## src/rtl/sprite_pkg.sv

```systemverilog
`default_nettype none
// ============================================================================
// Module      : sprite_pkg
// Description : Shared screen constants and pixel type for the sprite layer.
// Revision    : 1.0 - initial release
// ============================================================================
package sprite_pkg;

    localparam int COORD_W  = 10;
    localparam int H_ACTIVE = 640;
    localparam int V_ACTIVE = 480;

    typedef struct packed {
        logic [3:0] r;
        logic [3:0] g;
        logic [3:0] b;
    } pixel_t;

endpackage : sprite_pkg
`default_nettype wire

```

## src/rtl/sprite_layer_renderer_if.sv

```systemverilog
`default_nettype none
// ============================================================================
// Module      : sprite_layer_renderer_if
// Description : Sprite ROM and external palette bus (renderer = master).
// Revision    : 1.0 - initial release
// ============================================================================
interface sprite_layer_renderer_if #(
    parameter int ADDR_W = 12,
    parameter int IDX_W  = 3
);
    logic [ADDR_W-1:0] rom_address;
    logic [IDX_W-1:0]  rom_q;
    logic [IDX_W-1:0]  pal_idx;
    logic [3:0]        palette_red;
    logic [3:0]        palette_green;
    logic [3:0]        palette_blue;

    modport master (
        output rom_address, pal_idx,
        input  rom_q, palette_red, palette_green, palette_blue
    );

    modport slave (
        input  rom_address, pal_idx,
        output rom_q, palette_red, palette_green, palette_blue
    );
endinterface : sprite_layer_renderer_if
`default_nettype wire

```

## src/rtl/sprite_layer_renderer_addr_gen.sv

```systemverilog
`default_nettype none
// ============================================================================
// Module      : sprite_addr_gen
// Description : Hit test, texel scaling/mirroring and registered ROM address.
// Revision    : 1.0 - initial release
// ============================================================================
module sprite_addr_gen
    import sprite_pkg::*;
#(
    parameter int SPR_W       = 32,
    parameter int SPR_H       = 32,
    parameter int SCALE_SHIFT = 1,
    parameter int FI_W        = 2,
    parameter int ADDR_W      = 12
) (
    input  logic               vga_clk,
    input  logic               Reset,
    input  logic [COORD_W-1:0] DrawX,
    input  logic [COORD_W-1:0] DrawY,
    input  logic               blank,
    input  logic [COORD_W-1:0] lx,
    input  logic [COORD_W-1:0] ly,
    input  logic               en,
    input  logic               mirror,
    input  logic [FI_W-1:0]    frame_sel,
    output logic [ADDR_W-1:0]  rom_address,
    output logic               hit,
    output logic               blank_q
);

    localparam logic [COORD_W-1:0] c_spr_w    = COORD_W'(SPR_W);
    localparam logic [COORD_W-1:0] c_spr_h    = COORD_W'(SPR_H);
    localparam logic [COORD_W-1:0] c_last_col = COORD_W'(SPR_W - 1);
    localparam logic [COORD_W-1:0] c_h_active = COORD_W'(H_ACTIVE);
    localparam logic [COORD_W-1:0] c_v_active = COORD_W'(V_ACTIVE);
    localparam logic [31:0]        c_frame_tx = 32'(SPR_W * SPR_H);
    localparam logic [31:0]        c_row_tx   = 32'(SPR_W);

    logic signed [COORD_W:0] w_dx;
    logic signed [COORD_W:0] w_dy;
    logic [COORD_W-1:0]      w_tx;
    logic [COORD_W-1:0]      w_ty;
    logic [COORD_W-1:0]      w_col;
    logic                    w_hit;
    logic [ADDR_W-1:0]       w_addr;

    // One extra bit makes left/above-the-sprite pixels negative, so a sprite
    // hanging off the right/bottom edge clips instead of wrapping around.
    assign w_dx  = $signed({1'b0, DrawX}) - $signed({1'b0, lx});
    assign w_dy  = $signed({1'b0, DrawY}) - $signed({1'b0, ly});
    assign w_tx  = w_dx[COORD_W-1:0] >> SCALE_SHIFT;
    assign w_ty  = w_dy[COORD_W-1:0] >> SCALE_SHIFT;
    assign w_col = mirror ? (c_last_col - w_tx) : w_tx;

    assign w_hit = en && blank && !w_dx[COORD_W] && !w_dy[COORD_W]
                && (w_tx < c_spr_w) && (w_ty < c_spr_h)
                && (DrawX < c_h_active) && (DrawY < c_v_active);

    assign w_addr = ADDR_W'(c_frame_tx * 32'(frame_sel) + c_row_tx * 32'(w_ty) + 32'(w_col));

    always_ff @(posedge vga_clk) begin
        if (Reset) begin
            rom_address <= '0;
            hit         <= 1'b0;
            blank_q     <= 1'b0;
        end else begin
            rom_address <= w_hit ? w_addr : '0;
            hit         <= w_hit;
            blank_q     <= blank;
        end
    end

endmodule : sprite_addr_gen
`default_nettype wire

```

## src/rtl/sprite_layer_renderer.sv

```systemverilog
`default_nettype none
// ============================================================================
// Module      : sprite_layer_renderer
// Description : Scaled, animated, colour-keyed sprite layer with opaque flag.
//               Optional horizontal mirroring when SPRITE_MIRROR_EN is defined.
// Revision    : 1.0 - initial release
// ============================================================================
module sprite_layer_renderer
    import sprite_pkg::*;
#(
    parameter int SPR_W       = 32,
    parameter int SPR_H       = 32,
    parameter int N_FRAMES    = 4,
    parameter int IDX_W       = 3,
    parameter int SCALE_SHIFT = 1,
    parameter int ROM_LAT     = 1,
    parameter int ANIM_PERIOD = 8,
    parameter int TRANSP_IDX  = 0,
    parameter int ADDR_W      = $clog2(SPR_W * SPR_H * N_FRAMES)
) (
    input  logic                        vga_clk,
    input  logic                        Reset,
    input  logic [COORD_W-1:0]          DrawX,
    input  logic [COORD_W-1:0]          DrawY,
    input  logic                        blank,
    input  logic [COORD_W-1:0]          pos_x,
    input  logic [COORD_W-1:0]          pos_y,
    input  logic                        enable,
    input  logic                        anim_run,
`ifdef SPRITE_MIRROR_EN
    input  logic                        mirror_x,
`endif
    sprite_layer_renderer_if.master     mem,
    output logic [3:0]                  red,
    output logic [3:0]                  green,
    output logic [3:0]                  blue,
    output logic                        opaque,
    output logic [$clog2(N_FRAMES)-1:0] frame_idx
);

    localparam int                  c_fi_w      = $clog2(N_FRAMES);
    localparam int                  c_anim_w    = $clog2(ANIM_PERIOD);
    localparam logic [c_anim_w-1:0] c_anim_last = c_anim_w'(ANIM_PERIOD - 1);
    localparam logic [c_fi_w-1:0]   c_frm_last  = c_fi_w'(N_FRAMES - 1);
    localparam logic [IDX_W-1:0]    c_transp    = IDX_W'(TRANSP_IDX);

    logic                 w_frame_start;
    logic [COORD_W-1:0]   r_lx, r_ly, w_lx, w_ly;
    logic                 r_en, w_en;
    logic                 w_mirror;
    logic [c_anim_w-1:0]  r_anim_cnt;
    logic [c_fi_w-1:0]    r_frame;
    logic                 r_hit_a, r_blank_a;
    logic                 w_hit_d, w_blank_d;
    logic                 w_opaque_nx;
    logic                 r_opaque;
    pixel_t               r_pix;

    assign w_frame_start = (DrawX == '0) && (DrawY == '0);

    // The frame-start pixel itself already uses the freshly sampled values.
    assign w_lx = w_frame_start ? pos_x  : r_lx;
    assign w_ly = w_frame_start ? pos_y  : r_ly;
    assign w_en = w_frame_start ? enable : r_en;

`ifdef SPRITE_MIRROR_EN
    logic r_mirror;
    always_ff @(posedge vga_clk) begin
        if (Reset)              r_mirror <= 1'b0;
        else if (w_frame_start) r_mirror <= mirror_x;
    end
    assign w_mirror = w_frame_start ? mirror_x : r_mirror;
`else
    assign w_mirror = 1'b0;
`endif

    always_ff @(posedge vga_clk) begin
        if (Reset) begin
            r_lx       <= '0;
            r_ly       <= '0;
            r_en       <= 1'b0;
            r_anim_cnt <= '0;
            r_frame    <= '0;
        end else if (w_frame_start) begin
            r_lx <= pos_x;
            r_ly <= pos_y;
            r_en <= enable;
            if (anim_run) begin
                if (r_anim_cnt == c_anim_last) begin
                    r_anim_cnt <= '0;
                    r_frame    <= (r_frame == c_frm_last) ? '0 : r_frame + 1'b1;
                end else begin
                    r_anim_cnt <= r_anim_cnt + 1'b1;
                end
            end
        end
    end

    sprite_addr_gen #(
        .SPR_W       (SPR_W),
        .SPR_H       (SPR_H),
        .SCALE_SHIFT (SCALE_SHIFT),
        .FI_W        (c_fi_w),
        .ADDR_W      (ADDR_W)
    ) u_addr_gen (
        .vga_clk     (vga_clk),
        .Reset       (Reset),
        .DrawX       (DrawX),
        .DrawY       (DrawY),
        .blank       (blank),
        .lx          (w_lx),
        .ly          (w_ly),
        .en          (w_en),
        .mirror      (w_mirror),
        .frame_sel   (r_frame),
        .rom_address (mem.rom_address),
        .hit         (r_hit_a),
        .blank_q     (r_blank_a)
    );

    // The registered address is the first of the ROM_LAT cycles; the rest
    // of the read latency is matched here.
    generate
        if (ROM_LAT == 1) begin : g_lat_direct
            assign w_hit_d   = r_hit_a;
            assign w_blank_d = r_blank_a;
        end else begin : g_lat_pipe
            logic r_hit_pipe   [ROM_LAT-1];
            logic r_blank_pipe [ROM_LAT-1];
            always_ff @(posedge vga_clk) begin
                if (Reset) begin
                    for (int i = 0; i < ROM_LAT - 1; i++) begin
                        r_hit_pipe[i]   <= 1'b0;
                        r_blank_pipe[i] <= 1'b0;
                    end
                end else begin
                    r_hit_pipe[0]   <= r_hit_a;
                    r_blank_pipe[0] <= r_blank_a;
                    for (int i = 1; i < ROM_LAT - 1; i++) begin
                        r_hit_pipe[i]   <= r_hit_pipe[i-1];
                        r_blank_pipe[i] <= r_blank_pipe[i-1];
                    end
                end
            end
            assign w_hit_d   = r_hit_pipe[ROM_LAT-2];
            assign w_blank_d = r_blank_pipe[ROM_LAT-2];
        end
    endgenerate

    assign mem.pal_idx = mem.rom_q;
    assign w_opaque_nx = w_hit_d && w_blank_d && (mem.rom_q != c_transp);

    always_ff @(posedge vga_clk) begin
        if (Reset) begin
            r_opaque <= 1'b0;
            r_pix    <= '0;
        end else begin
            r_opaque <= w_opaque_nx;
            r_pix    <= w_opaque_nx ? pixel_t'({mem.palette_red, mem.palette_green, mem.palette_blue})
                                    : pixel_t'('0);
        end
    end

    assign red       = r_pix.r;
    assign green     = r_pix.g;
    assign blue      = r_pix.b;
    assign opaque    = r_opaque;
    assign frame_idx = r_frame;

endmodule : sprite_layer_renderer
`default_nettype wire

```

## src/flat_wrapper.sv

```systemverilog
// flat-port wrapper written by rule: the top's interface ports become plain ports
module sprite_layer_renderer_flat import sprite_pkg::*;
#(
    parameter int SPR_W       = 32,
    parameter int SPR_H       = 32,
    parameter int N_FRAMES    = 4,
    parameter int IDX_W       = 3,
    parameter int SCALE_SHIFT = 1,
    parameter int ROM_LAT     = 1,
    parameter int ANIM_PERIOD = 8,
    parameter int TRANSP_IDX  = 0,
    parameter int ADDR_W      = $clog2(SPR_W * SPR_H * N_FRAMES)
)
  (vga_clk, Reset, DrawX, DrawY, blank, pos_x, pos_y, enable, anim_run, red, green, blue, opaque, frame_idx, mem_rom_address, mem_pal_idx, mem_rom_q, mem_palette_red, mem_palette_green, mem_palette_blue);
  sprite_layer_renderer_if #(.ADDR_W(ADDR_W), .IDX_W(IDX_W)) mem_i ();
  input  logic vga_clk;
  input  logic Reset;
  input  logic [COORD_W-1:0] DrawX;
  input  logic [COORD_W-1:0] DrawY;
  input  logic blank;
  input  logic [COORD_W-1:0] pos_x;
  input  logic [COORD_W-1:0] pos_y;
  input  logic enable;
  input  logic anim_run;
  output logic [3:0] red;
  output logic [3:0] green;
  output logic [3:0] blue;
  output logic opaque;
  output logic [$clog2(N_FRAMES)-1:0] frame_idx;
  output wire logic [$bits(mem_i.rom_address)-1:0] mem_rom_address;
  output wire logic [$bits(mem_i.pal_idx)-1:0] mem_pal_idx;
  input wire logic [$bits(mem_i.rom_q)-1:0] mem_rom_q;
  input wire logic [$bits(mem_i.palette_red)-1:0] mem_palette_red;
  input wire logic [$bits(mem_i.palette_green)-1:0] mem_palette_green;
  input wire logic [$bits(mem_i.palette_blue)-1:0] mem_palette_blue;
  assign mem_rom_address = mem_i.rom_address;
  assign mem_pal_idx = mem_i.pal_idx;
  assign mem_i.rom_q = mem_rom_q;
  assign mem_i.palette_red = mem_palette_red;
  assign mem_i.palette_green = mem_palette_green;
  assign mem_i.palette_blue = mem_palette_blue;
  sprite_layer_renderer #(.SPR_W(SPR_W), .SPR_H(SPR_H), .N_FRAMES(N_FRAMES), .IDX_W(IDX_W), .SCALE_SHIFT(SCALE_SHIFT), .ROM_LAT(ROM_LAT), .ANIM_PERIOD(ANIM_PERIOD), .TRANSP_IDX(TRANSP_IDX), .ADDR_W(ADDR_W)) u_core (.vga_clk(vga_clk), .Reset(Reset), .DrawX(DrawX), .DrawY(DrawY), .blank(blank), .pos_x(pos_x), .pos_y(pos_y), .enable(enable), .anim_run(anim_run), .mem(mem_i), .red(red), .green(green), .blue(blue), .opaque(opaque), .frame_idx(frame_idx));
endmodule
```

## config.mk

```make
export PLATFORM = sky130hd
export DESIGN_NAME = sprite_layer_renderer_flat
export DESIGN_NICKNAME = d
export VERILOG_FILES = /design/src/rtl/sprite_pkg.sv /design/src/rtl/sprite_layer_renderer_if.sv /design/src/rtl/sprite_layer_renderer_addr_gen.sv /design/src/rtl/sprite_layer_renderer.sv /design/src/flat_wrapper.sv
export SDC_FILE = /design/constraint.sdc
export NUM_CORES = 1
export LEC_CHECK = 0
export ABC_AREA = 1
export CORE_MARGIN = 1
export CORE_UTILIZATION = 46
export DETAILED_ROUTE_END_ITERATION = 10
export PLACE_DENSITY = 0.77
export SYNTH_ARGS = -nofsm -noshare
export SYNTH_HDL_FRONTEND = slang
export SYNTH_HIERARCHICAL = 1
export SYNTH_SLANG_ARGS = --single-unit
```

## constraint.sdc

```tcl
create_clock -name vga_clk -period 4.21 [get_ports vga_clk]
set_clock_uncertainty 0.2 [all_clocks]
set_input_delay 0.6315 -clock vga_clk [delete_from_list [all_inputs] [get_ports vga_clk]]
set_output_delay 0.6315 -clock vga_clk [all_outputs]
set_load 0.01 [all_outputs]
```

# Word-level counts from Yosys, hierarchy flattened
# Cells that the tools add are included.
# W data, S select, Z words.
# word_totals
register_bits	53
latch_bits	0
ramBits	0
romBits	0
input_bits	60
output_inout_bits	30
wordCells	50
memories	0
# op_classes
add_sub_neg	6
n_mul	0
div_mod_pow	0
order_cmp	4
eq_ne	2
shift	0
mux	5
bitwise_logic	2
reduce_logical	19
# ops
op	n
$sub A10 B10 Y11	2
$logic_not A10 Y1	2
$mux W10	2
$lt A9 B6 Y1 const B	2
$add A12 B12 Y12	1
$add A12 B9 Y12	1
$logic_and A1 B1 Y1	10
$lt A10 B10 Y1 const B	1
$lt A10 B9 Y1 const B	1
$reduce_or A2 Y1	2
$add A3 B1 Y3 const B	1
$eq A3 B3 Y1 const B	1
$mux W3	1
$reduce_and A3 Y1	1
$reduce_bool A3 Y1	1
$add A2 B1 Y2 const B	1
$eq A2 B2 Y1 const B	1
$logic_not A1 Y1	2
$mux W2	1
$not A1 Y1	2
$reduce_and A2 Y1	1
$mux W1	1

# Longest topological paths before layout
# logic_depth
word_depth	13
depth_mapped	37
depth_no_buf	36

# By module
# The synthesis kept the hierarchy.
# by_module_without_submodules
mod	n_inst	cells_per_inst	area_per_inst_um2
sprite_addr_gen	1	311	1979.4
sprite_layer_renderer	1	233	1813.0

# Worst setup path after synthesis
# Ideal clock, no wire load.
# synth_timing
path_kind	input port to flip-flop
startpoint	in DrawY[7]
endpoint	reg u_core.u_addr_gen.rom_address[11]
setup_time_ps	114
arrival_ps	3692
slack_ps	204
stages	32
path_buffers	1
path_cell_list	nor2_1 -> nand2_1 -> nor2_2 -> nand2_2 -> nor2_4 -> inv_2 -> buf_6 -> nand2_2 -> o21ai_2 -> inv_2 -> nand2_1 -> fa_1 -> nand3_1 -> nand3_2 -> nand2_1 -> nand2_1 -> nand2_1 -> nand2_1 -> inv_1 -> ha_1 -> inv_1 -> fa_1 -> o21ai_0 -> nand2_1 -> nand2_1 -> nand2_1 -> nand2_1 -> inv_1 -> nand2_1 -> nand2_1 -> inv_1 -> nor2_1
# synth_between
elab_chain_len	13
elab_cells_between_ends	23
classes_between	4 x add/sub; 3 x order compare; 3 x mux; 1 x bitwise; 12 x reduce/logical
# synth_lines
element	line_no	rtl
from (decl)	flat_wrapper.sv:19	input logic [COORD_W-1:0] DrawY;
$logic_not A10 Y1 *	sprite_layer_renderer.sv:59	assign w_frame_start = (DrawX == '0) && (DrawY == '0);
$logic_and A1 B1 Y1 *	sprite_layer_renderer.sv:59	
$mux W10 *	sprite_layer_renderer.sv:62	assign w_lx = w_frame_start ? pos_x : r_lx;
via u_core.w_lx[0]	sprite_layer_renderer.sv:48	logic [COORD_W-1:0] r_lx, r_ly, w_lx, w_ly;
$sub A10 B10 Y11 *	sprite_layer_renderer_addr_gen.sv:49	assign w_dx = $signed({1'b0, DrawX}) - $signed({1'b0, lx});
branches (longest 9 deep; another with $lt A9 B6 Y1)	-	
to (signal assigned)	sprite_layer_renderer_addr_gen.sv:67	rom_address <= w_hit ? w_addr : '0;
to (decl)	sprite_layer_renderer_addr_gen.sv:26	output logic [ADDR_W-1:0] rom_address,
# Mark *: on every way through the listed nets, which the timed path passes.
# A chain may end at the register's enable or synchronous reset.

# Worst setup path after layout
# layout_timing
startpoint	in DrawY[3]
endpoint	reg u_core.u_addr_gen.rom_address[8]
# The elaborated chain is that of the path after synthesis.

==> flow_metrics.py <==
metrics = {
    "sta": {
        "fin_crit_ns": 4.045,
        "worst_slack_ns": 0.1645,
        "hold_viol": 0,
        "slew_violations": 0,
        "holdWs_ns": 0.3107,
        "fmax_mhz": 247.2,
        "setup_violations": 0,
        "period_share_pct": 96.09,
    },
    "global_route": {
        "grt_pass1_vias": 3659,
        "grt_max_degree": 23,
        "grt_overflow_total": 0,
        "grt_pass1_wl_um": 15260,
        "antenna_found_initial": 0,
        "grt_usage_pct": 21.91,
    },
    "logic_synthesis": {
        "async_reset_ff_share_pct": 0,
        "yosysWarnings": 6,
        "synth_area_leaders": "dfxtp_1 28%, inv_1 11%, ha_1 9.2%",
        "synthesis.area_per_instance_um2": 6.971,
        "netlist_area_mm2": 0.003792,
        "synth_seq_cells": 53,
        "yosys.area.top_type": "dfxtp_1",
        "synth_top_area_share_pct": 27.98,
        "ys_seq_area_share_pct": 27.98,
        "synth-edff-count": 0,
        "synthesis.nets": 635,
        "synth_cell_types": 35,
        "ys.flop_type": "dfxtp_1",
        "synth_cells": 544,
    },
    "clock_network": {
        "clock_latency_ns": 0.31,
        "cts_buffer_depth": 2,
        "cts_made_buffers": 5,
        "clockRootBuffer": "clkbuf_8",
        "htreeDepth": 2,
        "clock-sinks": 53,
        "clk_pin_slew_worst_paths_ns": 0.11,
        "cts_hold_buf": 0,
        "cts_tree": "done",
    },
    "placed_design": {
        "place_hpwl_um": 7411,
        "gp_congestion": 0.9364,
        "pre_cts_slack_ns": -0.5059,
        "post_dp_cell_area_mm2": 0.005338,
        "dp.cells": 803,
        "io_buffers": 89,
    },
    "layout": {
        "instances_no_fill": 824,
        "stdcell_area_mm2": 0.005802,
        "area_growth_pct": 52.99,
        "drive_above_1_share_pct": 34.21,
        "antenna_cells": 0,
        "nNetsFinal": 812,
    },
    "setup_path": {
        "path_class": "input pin to flip-flop",
        "required_ns": 4.23,
        "ff2ff_path_depth": 20,
        "r2r_end": "u_core/u_addr_gen/rom_address[8]$_SDFF_PP0_",
        "r2r_slack_ns": 1.07,
        "cp_data_arrival_time_ns": 4.06,
        "setup.worst_path.start": "DrawY[3]",
        "worstSetupEndpoint": "u_core/u_addr_gen/rom_address[8]$_SDFF_PP0_",
        "timing.rr.start": "u_core/r_lx[0]$_SDFF_PP0_",
        "path_max_fanout": 8,
        "end_kind": "flip-flop",
        "start_kind": "input pin",
    },
    "floorplan": {
        "initial_core_util_pct": 48.33,
        "row_count": 32,
        "dieArea_mm2": 0.008612,
        "core_mm2": 0.007848,
        "boundaryPins": 90,
        "die_y_um": 92.80,
        "die_w_um": 92.80,
    },
    "power_and_ir_drop": {
        "power.leakage_nw": 2.981,
        "power_density_mw_per_mm2": 206.5,
        "finalPower_mw": 1.198,
        "irDropWorstVdd_mv": 0.1555,
    },
    "routing": {
        "wire_per_inst_um": 11.82,
        "ant_nets": 0,
        "drc": 0,
        "vias_per_cell": 4.590,
        "drt_wl_total_um": 9739,
        "dr.first_iter.drc_count": 141,
        "first_pass_iters": 4,
        "via_count": 3782,
    },
    "status": {
        "status": "completed",
    },
    "run": {
        "drv_cap": 0,
    },
    "hold_path": {
        "holdCritPathClass": "flip-flop to flip-flop",
    },
}
## worst min-delay path by stage
stage | start | endpoint | slack [ns] | depth (start not counted)
4_1_cts | u_core/r_anim_cnt[1]$_SDFFE_PP0P_ | u_core/r_anim_cnt[1]$_SDFFE_PP0P_ | 0.31 | 2
3_5_place_dp | u_core/r_anim_cnt[2]$_SDFFE_PP0P_ | u_core/r_anim_cnt[2]$_SDFFE_PP0P_ | 0.29 | 2
2_1_floorplan | u_core/r_anim_cnt[1]$_SDFFE_PP0P_ | u_core/r_anim_cnt[1]$_SDFFE_PP0P_ | 0.26 | 2
5_1_grt | u_core/r_anim_cnt[2]$_SDFFE_PP0P_ | u_core/r_anim_cnt[2]$_SDFFE_PP0P_ | 0.34 | 2
6_report | u_core/r_anim_cnt[1]$_SDFFE_PP0P_ | u_core/r_anim_cnt[1]$_SDFFE_PP0P_ | 0.31 | 2
3_3_place_gp | u_core/r_anim_cnt[1]$_SDFFE_PP0P_ | u_core/r_anim_cnt[1]$_SDFFE_PP0P_ | 0.27 | 2
## critical path, cell delays in order
cell	delay, ns
dlymetal6s2s_1	0.13
nor2_1	0.10
nand2_1	0.10
nor2_2	0.15
nand2_2	0.09
nor2_4	0.25
clkinv_4	0.16
buf_6	0.15
o21ai_4	0.15
inv_2	0.05
inv_2	0.07
ha_4	0.23
nand2_4	0.08
inv_2	0.04
a21oi_2	0.12
nand2_1	0.09
nand2_2	0.11
nand2_4	0.06
xor2_1	0.14
ha_1	0.35
a21oi_2	0.15
nand2_1	0.09
buf_4	0.13
buf_4	0.12
xnor2_1	0.23
nor2_4	0.06
## logic make-up (layout without fill, tap and decap cells)
group	Yosys count	after routing	share of synthesized area, %
AOI/OAI and AO/OA	43	43	8.281
and+or+nand+nor	255	255	33.22
DFF	53	53	27.98
other	1	1	0.09888
xor gates and xnor gates	17	17	3.926
buffers and inverters	144	322	15.67
adders and majority gates	31	31	10.82
## synthesized netlist by cell type (2+ instances only)
library cell and number:
xor2_1 6, nand2_2 21, a21oi_2 3, fa_1 3
nand3_1 19, or2_2 2, buf_4 3, nor2_4 11
nand3b_1 2, a21oi_1 12, nand3_2 4, dfxtp_1 53
ha_1 28, clkbuf_1 3, nor2_1 68, xnor2_1 11
nand2_1 93, o21ai_0 4, nand4_1 5, o21ai_2 22
inv_1 113, inv_2 19, nor2_2 24, buf_6 4
## layout make-up
cell class | count | area (um2)
multi-input cells | 347 | 2351
fillers | 589 | 2046
repair buffers | 181 | 1653
flip-flops and latches | 53 | 1061
inverters | 132 | 503.0
well taps | 102 | 127.6
clock buffers | 5 | 68.82
clock inverters | 3 | 28.78
repair inverters | 1 | 8.758
## placed cells by master, fill, tap and decap left out, drive strengths merged, types with 6 or more instances in the layout
| cell type | instances |
|---|---|
| nand2 | 115 |
| clkdlybuf4s50 | 69 |
| o21ai | 26 |
| nand4 | 6 |
| ha | 28 |
| xor2 | 6 |
| nor2 | 103 |
| nand3 | 23 |
| xnor2 | 11 |
| inv | 134 |
| dfxtp | 53 |
| a21oi | 15 |
| clkbuf | 6 |
| dlymetal6s2s | 19 |
| buf | 92 |
## per-stage QoR
stage / util (%) / setup TNS, ns
after floorplan: - / 0
after CTS: 69.47 / 0
after detailed placement: 68.02 / -2.647
final: 73.93 / 0
after global placement: 68.02 / -1.425
after global routing: 73.93 / -0.2692
## routing by layer
| metal | up-vias | share of wire [%] | routed length (um) | track usage (%) |
|---|---|---|---|---|
| li1 | 1966 | - | - | - |
| met1 | 1695 | 42 | 4068 | 24.47 |
| met2 | 104 | 51 | 4991 | 42.16 |
| met3 | 17 | 5.0 | 484 | 3.695 |
| met4 | 0 | 2.0 | 194 | 5.769 |
| met5 | - | 0 | 0 | 0 |
## flip-flops by register name (all words and copies together), names as in the netlist
| signal | cells |
|---|---|
| u_core/r_lx | 10 |
| u_core/blue | 4 |
| u_core/frame_idx | 2 |
| u_core/u_addr_gen/rom_address | 12 |
| u_core/u_addr_gen/blank_q | 1 |
| u_core/u_addr_gen/hit | 1 |
| u_core/green | 4 |
| u_core/red | 4 |
| u_core/opaque | 1 |
| u_core/r_anim_cnt | 3 |
| u_core/r_en | 1 |
| u_core/r_ly | 10 |
## power breakdown
group	leakage, nW	switching, mW	internal [mW]
sequential	0.427	0.000321	0.502
clock	0.0506	0.194	0.125
combinational	2.50	0.178	0.199
total	2.98	0.372	0.826
## what timing repair did
action                     in CTS  in global routing
pin swaps                       0                 36
resized for setup               7                 67
buffers inserted                0                 12
setup endpoints to repair       4                  5
gates cloned                    0                  1
(Power assumes the default switching activity.)
